## config.mk

```make
export PLATFORM = sky130hd
export DESIGN_NAME = dm_arbiter
export DESIGN_NICKNAME = d
export VERILOG_FILES = /design/src/rtl/dm_arb_pkg.sv /design/src/rtl/dm_arbiter_rr_pick.sv /design/src/rtl/dm_arbiter.sv
export SDC_FILE = /design/constraint.sdc
export NUM_CORES = 1
export LEC_CHECK = 0
export ABC_CLOCK_PERIOD_IN_PS = 2100
export BUFFER_PORTS_ARGS = -buffer_cell sky130_fd_sc_hd__buf_2
export CORE_MARGIN = 2
export CORE_UTILIZATION = 46
export CTS_CLUSTER_SIZE = 20
export DETAILED_ROUTE_END_ITERATION = 7
export PLACE_DENSITY_LB_ADDON = 0.08
export SYNTH_ARGS = -nofsm -noshare
export SYNTH_HDL_FRONTEND = slang
export SYNTH_SLANG_ARGS = --single-unit
```

## constraint.sdc

```tcl
create_clock -name clk -period 2.1 [get_ports clk]
set_input_delay 0.105 -clock clk [delete_from_list [all_inputs] [get_ports clk]]
set_output_delay 0.105 -clock clk [all_outputs]
set_load 0.005 [all_outputs]
```

## src/rtl/dm_arb_pkg.sv

```systemverilog
// Shared types and constants for the multi-core data-memory arbiter.
// State encoding, default DM geometry and a constant-foldable clog2 helper.
package dm_arb_pkg;

    typedef enum logic [1:0] {
        IDLE  = 2'd0,
        ISSUE = 2'd1,
        WAIT  = 2'd2,
        DONE  = 2'd3
    } arb_state_e;

    localparam int DM_ADDR_W = 12;
    localparam int DM_DATA_W = 12;
    localparam int CNT_W     = 16;

    // Usable in parameter defaults; returns 0 for values <= 1.
    function automatic int clog2(input int value);
        int result;
        result = 0;
        for (int i = 0; i < 31; i++) begin
            if ((32'sd1 <<< i) < value) begin
                result = i + 1;
            end else begin
                result = result;
            end
        end
        return result;
    endfunction

endpackage

```

## src/rtl/dm_arbiter_rr_pick.sv

```systemverilog
// Combinational round-robin picker: first set req bit starting at rr_ptr,
// wrapping modulo N_CORES (N_CORES need not be a power of two).
module rr_pick import dm_arb_pkg::*; #(
    parameter int N_CORES = 4,
    parameter int IDX_W   = clog2(N_CORES)
) (
    input  logic [N_CORES-1:0] req,
    input  logic [IDX_W-1:0]   rr_ptr,
    output logic               found,
    output logic [IDX_W-1:0]   idx
);

    int               w_sum;
    logic [IDX_W-1:0] w_cand;

    // Scan from the farthest offset down so the nearest requester to rr_ptr wins last.
    always_comb begin
        found  = 1'b0;
        idx    = {IDX_W{1'b0}};
        w_sum  = 0;
        w_cand = {IDX_W{1'b0}};
        for (int k = N_CORES - 1; k >= 0; k--) begin
            w_sum  = int'(rr_ptr) + k;
            w_cand = (w_sum >= N_CORES) ? IDX_W'(w_sum - N_CORES) : IDX_W'(w_sum);
            found  = found | req[w_cand];
            idx    = req[w_cand] ? w_cand : idx;
        end
    end

endmodule

```

## src/rtl/dm_arbiter.sv

```systemverilog
// Round-robin arbiter sharing one 1-cycle-latency data memory between N_CORES cores.
// Optional per-core saturating access counters under `DM_ARB_COUNT_EN.
module dm_arbiter import dm_arb_pkg::*; #(
    parameter  int N_CORES = 4,
    parameter  int ADDR_W  = DM_ADDR_W,
    parameter  int DATA_W  = DM_DATA_W,
    localparam int IDX_W   = clog2(N_CORES)
) (
    input  logic                       clk,
    input  logic                       rst_n,
    input  logic                       arb_en,
    input  logic [N_CORES-1:0]         req,
    input  logic [N_CORES-1:0]         we,
    input  logic [N_CORES*ADDR_W-1:0]  addr,
    input  logic [N_CORES*DATA_W-1:0]  wdata,
    output logic [N_CORES-1:0]         ack,
    output logic [DATA_W-1:0]          rdata,
    output logic                       busy,
    output logic [IDX_W-1:0]           grant_idx,
    output logic                       mem_en,
    output logic                       mem_we,
    output logic [ADDR_W-1:0]          mem_addr,
    output logic [DATA_W-1:0]          mem_wdata,
    input  logic [DATA_W-1:0]          mem_rdata
`ifdef DM_ARB_COUNT_EN
    ,
    output logic [N_CORES*CNT_W-1:0]   grant_cnt
`endif
);

    arb_state_e         r_state;
    logic [IDX_W-1:0]   r_rr_ptr;
    logic [IDX_W-1:0]   r_grant_idx;
    logic               r_is_write;
    logic [N_CORES-1:0] r_ack;
    logic [DATA_W-1:0]  r_rdata;
    logic               r_busy;
    logic               r_mem_en;
    logic               r_mem_we;
    logic [ADDR_W-1:0]  r_mem_addr;
    logic [DATA_W-1:0]  r_mem_wdata;

    logic               w_found;
    logic [IDX_W-1:0]   w_pick_idx;
    logic [ADDR_W-1:0]  w_sel_addr;
    logic [DATA_W-1:0]  w_sel_wdata;
    logic               w_sel_we;
    logic [IDX_W-1:0]   w_next_ptr;
    logic [N_CORES-1:0] w_onehot;

    rr_pick #(
        .N_CORES (N_CORES),
        .IDX_W   (IDX_W)
    ) u_rr_pick (
        .req    (req),
        .rr_ptr (r_rr_ptr),
        .found  (w_found),
        .idx    (w_pick_idx)
    );

    // Mux the winning core's request fields and derive the post-service pointer.
    always_comb begin
        w_sel_addr  = addr[int'(w_pick_idx)*ADDR_W +: ADDR_W];
        w_sel_wdata = wdata[int'(w_pick_idx)*DATA_W +: DATA_W];
        w_sel_we    = we[w_pick_idx];
        w_next_ptr  = (r_grant_idx == IDX_W'(N_CORES - 1)) ? {IDX_W{1'b0}}
                                                            : r_grant_idx + {{(IDX_W-1){1'b0}}, 1'b1};
        w_onehot    = {{(N_CORES-1){1'b0}}, 1'b1} << r_grant_idx;
    end

    // Access sequencer: IDLE grants, ISSUE strobes the DM, WAIT captures read data, DONE acks.
    always_ff @(posedge clk or negedge rst_n) begin
        if (!rst_n) begin
            r_state     <= IDLE;
            r_rr_ptr    <= {IDX_W{1'b0}};
            r_grant_idx <= {IDX_W{1'b0}};
            r_is_write  <= 1'b0;
            r_ack       <= {N_CORES{1'b0}};
            r_rdata     <= {DATA_W{1'b0}};
            r_busy      <= 1'b0;
            r_mem_en    <= 1'b0;
            r_mem_we    <= 1'b0;
            r_mem_addr  <= {ADDR_W{1'b0}};
            r_mem_wdata <= {DATA_W{1'b0}};
        end else begin
            case (r_state)
                IDLE: begin
                    if (arb_en && w_found) begin
                        r_state     <= ISSUE;
                        r_grant_idx <= w_pick_idx;
                        r_is_write  <= w_sel_we;
                        r_mem_addr  <= w_sel_addr;
                        r_mem_wdata <= w_sel_wdata;
                        r_mem_we    <= w_sel_we;
                        r_mem_en    <= 1'b1;
                        r_busy      <= 1'b1;
                    end else begin
                        r_state     <= IDLE;
                    end
                end
                ISSUE: begin
                    r_state  <= WAIT;
                    r_mem_en <= 1'b0;
                    r_mem_we <= 1'b0;
                end
                WAIT: begin
                    r_state <= DONE;
                    r_ack   <= w_onehot;
                    // The DM returns read data one cycle after the strobe, i.e. during WAIT.
                    if (!r_is_write) begin
                        r_rdata <= mem_rdata;
                    end else begin
                        r_rdata <= r_rdata;
                    end
                end
                DONE: begin
                    r_state  <= IDLE;
                    r_ack    <= {N_CORES{1'b0}};
                    r_busy   <= 1'b0;
                    r_rr_ptr <= w_next_ptr;
                end
                default: begin
                    r_state  <= IDLE;
                    r_ack    <= {N_CORES{1'b0}};
                    r_busy   <= 1'b0;
                    r_mem_en <= 1'b0;
                    r_mem_we <= 1'b0;
                end
            endcase
        end
    end

    assign ack       = r_ack;
    assign rdata     = r_rdata;
    assign busy      = r_busy;
    assign grant_idx = r_grant_idx;
    assign mem_en    = r_mem_en;
    assign mem_we    = r_mem_we;
    assign mem_addr  = r_mem_addr;
    assign mem_wdata = r_mem_wdata;

`ifdef DM_ARB_COUNT_EN
    logic [CNT_W-1:0] r_cnt [N_CORES];

    // Per-core completed-access counters; an access aborted by reset never reaches DONE.
    always_ff @(posedge clk or negedge rst_n) begin
        if (!rst_n) begin
            for (int i = 0; i < N_CORES; i++) begin
                r_cnt[i] <= {CNT_W{1'b0}};
            end
        end else begin
            for (int i = 0; i < N_CORES; i++) begin
                if ((r_state == DONE) && (r_grant_idx == IDX_W'(i)) && (r_cnt[i] != {CNT_W{1'b1}})) begin
                    r_cnt[i] <= r_cnt[i] + {{(CNT_W-1){1'b0}}, 1'b1};
                end else begin
                    r_cnt[i] <= r_cnt[i];
                end
            end
        end
    end

    for (genvar gi = 0; gi < N_CORES; gi++) begin : g_cnt_out
        assign grant_cnt[gi*CNT_W +: CNT_W] = r_cnt[gi];
    end
`endif

endmodule

```

# After elaboration in Yosys (flattened, before gate mapping)
# Index checks and enable logic that the tools add are counted.
dict set report op_classes {
  magnitude_cmp 9
  eq_ne 5
  n_mul 1
  n_reduce_logical 9
  addsub 8
  mux 27
  shifts 3
  n_bitwise 4
}
# cell count
set op_table {}
lappend op_table {{$shiftx A48 B32 Y12} 1}
lappend op_table {{$shiftx A48 B7 Y12} 1}
lappend op_table {{$mux W2} 9}
lappend op_table {{$lt A2 B3 Y1 const B} 5}
lappend op_table {{$bmux W1 S2} 5}
lappend op_table {{$ge A3 B3 Y1 const B} 3}
lappend op_table {{$mux W1} 8}
lappend op_table {{$pmux W2 S4} 1}
lappend op_table {{$pmux W4 S2} 1}
lappend op_table {{$reduce_and A2 Y1} 4}
lappend op_table {{$sub A2 B1 Y2 const B} 4}
lappend op_table {{$add A2 B2 Y3 const B} 2}
lappend op_table {{$eq A2 B2 Y1 const B} 3}
lappend op_table {{$pmux W1 S2} 3}
lappend op_table {{$reduce_bool A2 Y1} 3}
lappend op_table {{$mul A2 B2 Y4 const B} 1}
lappend op_table {{$shl A1 B2 Y4 const A} 1}
lappend op_table {{$add A2 B1 Y3 const B} 1}
lappend op_table {{$ge A2 B3 Y1 const B} 1}
lappend op_table {{$or A1 B1 Y1} 3}
lappend op_table {{$add A2 B1 Y2 const B} 1}
lappend op_table {{$eq A2 B1 Y1 const B} 1}
lappend op_table {{$logic_not A2 Y1} 1}
lappend op_table {{$ne A2 B2 Y1 const B} 1}
lappend op_table {{other kinds (2)} 2}
dict set report totals {
  output_inout_bits 45
  elab_cells 77
  ff_bits 50
}

# Depth between registers and ports, before layout
dict set report depth {
  ltp_word 13
  ltp_mapped 8
  depth_no_buf 6
}

# By module
# Synthesis repeated with hierarchy kept, for this count alone.
dict set report unflattened {
  hier_cells 181
  hier_area_um2 2726.4
}
# mod cells_each n_inst seq_area_each_um2 area_per_inst_um2
set by_module_without_submodules {}
lappend by_module_without_submodules {dm_arbiter 168 1 1251.2 2648.8}
lappend by_module_without_submodules {rr_pick 13 1 0.0 77.6}

# Worst setup path before layout
# Ideal clock, no wire load.
dict set report synth_timing {
  path_type {reg-to-reg}
  start {reg r_state[0]}
  end {reg r_rdata[10], in the netlist rdata[10]}
  path_stages_with_launch 8
  required_ns 1.975
  setup_ns 0.125
  path_slack_ns 0.326
  arrival_time_ns 1.649
  n_path_buf 2
  path_cell_list {dfrtp_1 > inv_1 > ha_1 > clkbuf_1 > inv_1 > nor2_1 > buf_2 > mux2_2}
}
dict set report synth_between {
  elab_chain_cells 2
}
# item line
set synth_rtl {}
lappend synth_rtl {{from (decl)} dm_arbiter.sv:31} ;# arb_state_e r_state;
lappend synth_rtl {{from (signal assigned)} dm_arbiter.sv:74} ;# r_state <= IDLE;
lappend synth_rtl {{from (signal assigned)} dm_arbiter.sv:89} ;# r_state <= ISSUE;
lappend synth_rtl {{from (signal assigned)} dm_arbiter.sv:98} ;# r_state <= IDLE;
lappend synth_rtl {{$eq A2 B2 Y1} dm_arbiter.sv:86} ;# case (r_state)
lappend synth_rtl {{$reduce_and A2 Y1 (no source line)} -}
lappend synth_rtl {{to (signal assigned)} dm_arbiter.sv:79} ;# r_rdata <= {DATA_W{1'b0}};
lappend synth_rtl {{to (signal assigned)} dm_arbiter.sv:111} ;# r_rdata <= mem_rdata;
lappend synth_rtl {{to (signal assigned)} dm_arbiter.sv:113} ;# r_rdata <= r_rdata;
lappend synth_rtl {{to (decl)} dm_arbiter.sv:36} ;# logic [DATA_W-1:0] r_rdata;
# Every way passes these cells.
# A chain may end at the register's enable or synchronous reset.

# Worst setup path after layout
dict set report layout_timing {
  start {reg r_rr_ptr[1]}
  end {reg r_mem_wdata[5], in the netlist mem_wdata[5]}
}
dict set report layout_between {
  elab_chain_cells 11
}
# item line
set layout_rtl {}
lappend layout_rtl {{from (decl)} dm_arbiter.sv:32} ;# logic [IDX_W-1:0] r_rr_ptr;
lappend layout_rtl {{from (signal assigned)} dm_arbiter.sv:75} ;# r_rr_ptr <= {IDX_W{1'b0}};
lappend layout_rtl {{from (signal assigned)} dm_arbiter.sv:120} ;# r_rr_ptr <= w_next_ptr;
lappend layout_rtl {{$add A2 B2 Y3} dm_arbiter_rr_pick.sv:23} ;# w_sum = int'(rr_ptr) + k;
lappend layout_rtl {{$ge A3 B3 Y1 or $sub A2 B1 Y2 (tied branches)} dm_arbiter_rr_pick.sv:24} ;# w_cand = (w_sum >= N_CORES) ? IDX_W'(w_sum - N_CORES) : IDX_W'(w_sum);
lappend layout_rtl {{$mux W2} dm_arbiter_rr_pick.sv:24}
lappend layout_rtl {{$bmux W1 S2} {dm_arbiter_rr_pick.sv:25, dm_arbiter_rr_pick.sv:26}}
lappend layout_rtl {{$mux W1 (implied by the code)} {dm_arbiter_rr_pick.sv:25, dm_arbiter_rr_pick.sv:26}}
lappend layout_rtl {{$mux W2 (4 in a row)} dm_arbiter_rr_pick.sv:26} ;# idx = req[w_cand] ? w_cand : idx;
lappend layout_rtl {{$mul A2 B2 Y4} dm_arbiter.sv:64} ;# w_sel_wdata = wdata[int'(w_pick_idx)*DATA_W +: DATA_W];
lappend layout_rtl {{$shiftx A48 B7 Y12} dm_arbiter.sv:64}
lappend layout_rtl {{to (signal assigned)} dm_arbiter.sv:84} ;# r_mem_wdata <= {DATA_W{1'b0}};
lappend layout_rtl {{to (signal assigned)} dm_arbiter.sv:93} ;# r_mem_wdata <= w_sel_wdata;
lappend layout_rtl {{to (decl)} dm_arbiter.sv:41} ;# logic [DATA_W-1:0] r_mem_wdata;
# Several ways; a longest one is shown, not always the timed one. The select of a mux whose other input is x is not followed.

==> results_dict.tcl <==
set metrics [dict create \
    r2r_slack_ns 0.26 \
    track_usage_pct 18.37 \
    area_growth_pct 30.74 \
    end_kind "register" \
    grt_max_degree 37 \
    dieArea_sq_mm 0.007416 \
    synth_compound_area_share_pct 10.89 \
    wl_per_cell_um 13.14 \
    critPathArrivalTime_ns 2.07 \
    cellPowerDensity_mw_per_mm2 1230 \
    fin_tns_setup_ns 0 \
    synth_nets 386 \
    worstSetupEndpoint "mem_wdata[5]" \
    ys_types 23 \
    antenna_found_initial 0 \
    ys_seq_area_share_pct 40.34 \
    synth-adder-area-share_pct 3.227 \
    fin_ws_ns 0.2594 \
    route.vias.total 2463 \
    synth_area_sq_mm 0.003102 \
    finalCritPeriodShare_pct 87.65 \
    overflow 0 \
    critical-path-slowest-cell "dfrtp_1" \
    max_freq_mhz 543.3 \
    path_depth 7 \
    die_h_um 86.12 \
    clk_latency_ns 0.30 \
    port_buffers 163 \
    drt-total-wl_mm 6.584 \
    status "finished, final reports clean" \
    startpoint "r_rr_ptr[1]" \
    worstSetupStartpointType "register" \
    avgSynthCellArea_sq_um 11.98 \
    drtAntennaViolNets 0 \
    synth_top_family_by_area "multiplexers" \
    path_common_cell "mux2i_1" \
    drcViolationCount 0 \
    grt_pass1_vias 2359 \
    viasPerCell 4.916 \
    rows 29 \
    slew_headroom_pct 70.94 \
    hold_path.class "in2reg" \
    hold_violations 0 \
    grt_pass1_wl_mm 10.78 \
    synth_xor_area_share_pct 0 \
    leakage_nw 2.253 \
    preCtsSetupSlack_ns 0.1376 \
    reg2reg_to "mem_wdata[5]" \
    crit_family "multiplexers" \
    r2r-start "r_rr_ptr[1]" \
    crit_type "reg2reg" \
    ctsHtreeMaxLevel 2 \
    synth-simple-area-share_pct 4.921 \
    die_x_um 86.12 \
    maxCapViolCount 0 \
    clk_pin_slew_worst_paths_ns 0.10 \
    path_cells "mux2i_1 > a21oi_1 > o21ai_4 > buf_6 > mux2i_1 > mux2_4 > o21ai_2" \
    clock-sinks 50 \
    drive_gt1_share_pct 58.49 \
    final_nets 550 \
    core-area_sq_mm 0.006422 \
    setup_viol 0 \
    synth_cells 259 \
    drtIter0Drc 54 \
    io_pins 164 \
    cts_root_buf "clkbuf_8" \
    clock_path_buffers 2 \
    required_ns 2.32 \
    clock_skew_ns 0.01135 \
    critPathBufInv 1 \
    hpwl_mm 5.397 \
    cts_buffers 5 \
    ys_ff_latch 50 \
    slowest_delay_ns 0.46 \
    cts_tree "built" \
    layout_min_cycle_time_ns 1.841 \
    worstMarginPinSlew_ns 0.4359 \
    drt-pass1-iter-count 4 \
    slew_viol_final 0 \
    gp_congestion 0.7678 \
    synthMuxAreaShare_pct 34.33 \
    irDropWorstVdd_mv 0.4826 \
    diodes 0 \
    initial_core_util_pct 48.30 \
    num-fill-cells 564 \
    yosysWarnings 0 \
    rsz0062_at_grt "no" \
    cp_max_fo 34 \
    reg2reg_depth 7 \
]
==> worst register-to-register path: stages, from the launching register on <==
cell and delay (ns):
dfrtp_1 0.46, mux2i_1 0.20, a21oi_1 0.11, o21ai_4 0.08, buf_6 0.35, mux2i_1 0.16, mux2_4 0.28, o21ai_2 0.12
==> power by group <==
| group | total [mW] | switching, mW | internal, mW | leakage, nW |
|---|---|---|---|---|
| Sequential | 1.69 | 0.267 | 1.43 | 0.613 |
| Clock | 0.553 | 0.319 | 0.234 | 0.0441 |
| Combinational | 2.74 | 1.26 | 1.48 | 1.60 |
==> stage by stage <==
stage / instance area (sq um) / utilization (%) / hold WS (ns) / cells / power [mW]
after floorplan: 3102 / - / -0.1906 / 259 / 3.729
after global placement: 3951 / 61.52 / 0.03998 / 492 / 4.429
after detailed placement: 3951 / 61.52 / 0.03779 / 492 / 4.509
after CTS: 4051 / 63.08 / 0.01826 / 501 / 5.076
after global routing: 4055 / 63.14 / 0.02029 / 501 / 5.420
final: 4055 / 63.14 / 0.03223 / 501 / 4.986
==> layout by cell type, fill, tap and decap left out, drive strengths merged <==
cell type / synthesis / final
buf: 15 / 173
o22ai: 3 / 3
a21oi: 5 / 5
inv: 10 / 10
mux2i: 55 / 55
o41ai: 1 / 1
dfrtp: 50 / 50
ha: 8 / 8
or2: 1 / 1
nor3b: 2 / 2
a21boi: 1 / 1
mux2: 39 / 39
a31oi: 1 / 1
clkinv: 0 / 2
nand2: 28 / 28
dlygate4sd3: 0 / 1
nor2: 7 / 7
o21ai: 30 / 30
clkbuf: 2 / 5
clkinvlp: 0 / 1
o2bb2a: 1 / 1
==> what timing repair did <==
item                       4_1_cts  5_1_grt
setup endpoints to repair        0        2
hold endpoints to repair        14        0
setup buffers                    0        0
hold buffers                     1        0
gates resized for setup          0        1
==> kinds of logic after synthesis <==
kind of cell	after synthesis
AOI/OAI and AO/OA	42
adders and majority gates	8
buffers and inverters	27
DFF	50
muxes	94
and+or+nand+nor	38
==> synth_stat cells <==
cell      number  area, sq um
dfrtp_1       50         1251
or2_1          1        6.260
buf_4          3        22.52
nor3b_1        2        15.01
o21ai_2       25        219.0
o2bb2a_4       1        20.02
o41ai_2        1        16.27
a21oi_1        5        25.02
o22ai_1        3        18.77
ha_1           8        100.1
buf_2          4        20.02
nor2_1         7        26.28
a31oi_1        1        6.260
a21boi_1       1        7.510
nand2_1       28        105.1
buf_6          6        67.56
clkbuf_1       2        7.510
mux2_2        19        214.0
mux2i_1       55        550.5
o21ai_1        5        25.02
mux2_4        20        300.3
buf_12         2        40.04
inv_1         10        37.54
==> layout make-up <==
cell class,count,area [sq um],share of cell area (%)
Tap cell,77,96.34,2.376
Clock inverter,3,21.27,0.5245
Clock buffer,5,68.82,1.697
Inverter,10,37.54,0.9256
Timing Repair Buffer,174,917.1,22.62
Sequential cell,50,1251,30.85
Multi-Input combinational cell,182,1663,41.01
==> worst min path at each step <==
stage	from	end	depth (start not counted)
final	mem_rdata[4]	rdata[4]	2
after global routing	mem_rdata[1]	rdata[1]	2
after CTS	mem_rdata[4]	rdata[4]	2
after detailed placement	rst_n	ack[3]	1
after global placement	rst_n	ack[3]	1
after floorplan	rst_n	ack[0]	0
==> metal layers <==
metal / vias up / routed length, um / GRT usage, %
met1: 1099 / 2610 / 21.26
met2: 110 / 3242 / 32.63
met3: 9 / 618 / 5.294
li1: 1245 / - / -
met5: - / 0 / 0
met4: 0 / 113 / 5.772
==> sequential cells by signal (all words and copies together) (netlist names) <==
name,cells
mem_addr,12
mem_wdata,12
rdata,12
ack,4
grant_idx,2
r_rr_ptr,2
r_state,2
busy,1
mem_en,1
mem_we,1
r_is_write,1
(Power assumes the default switching activity.)
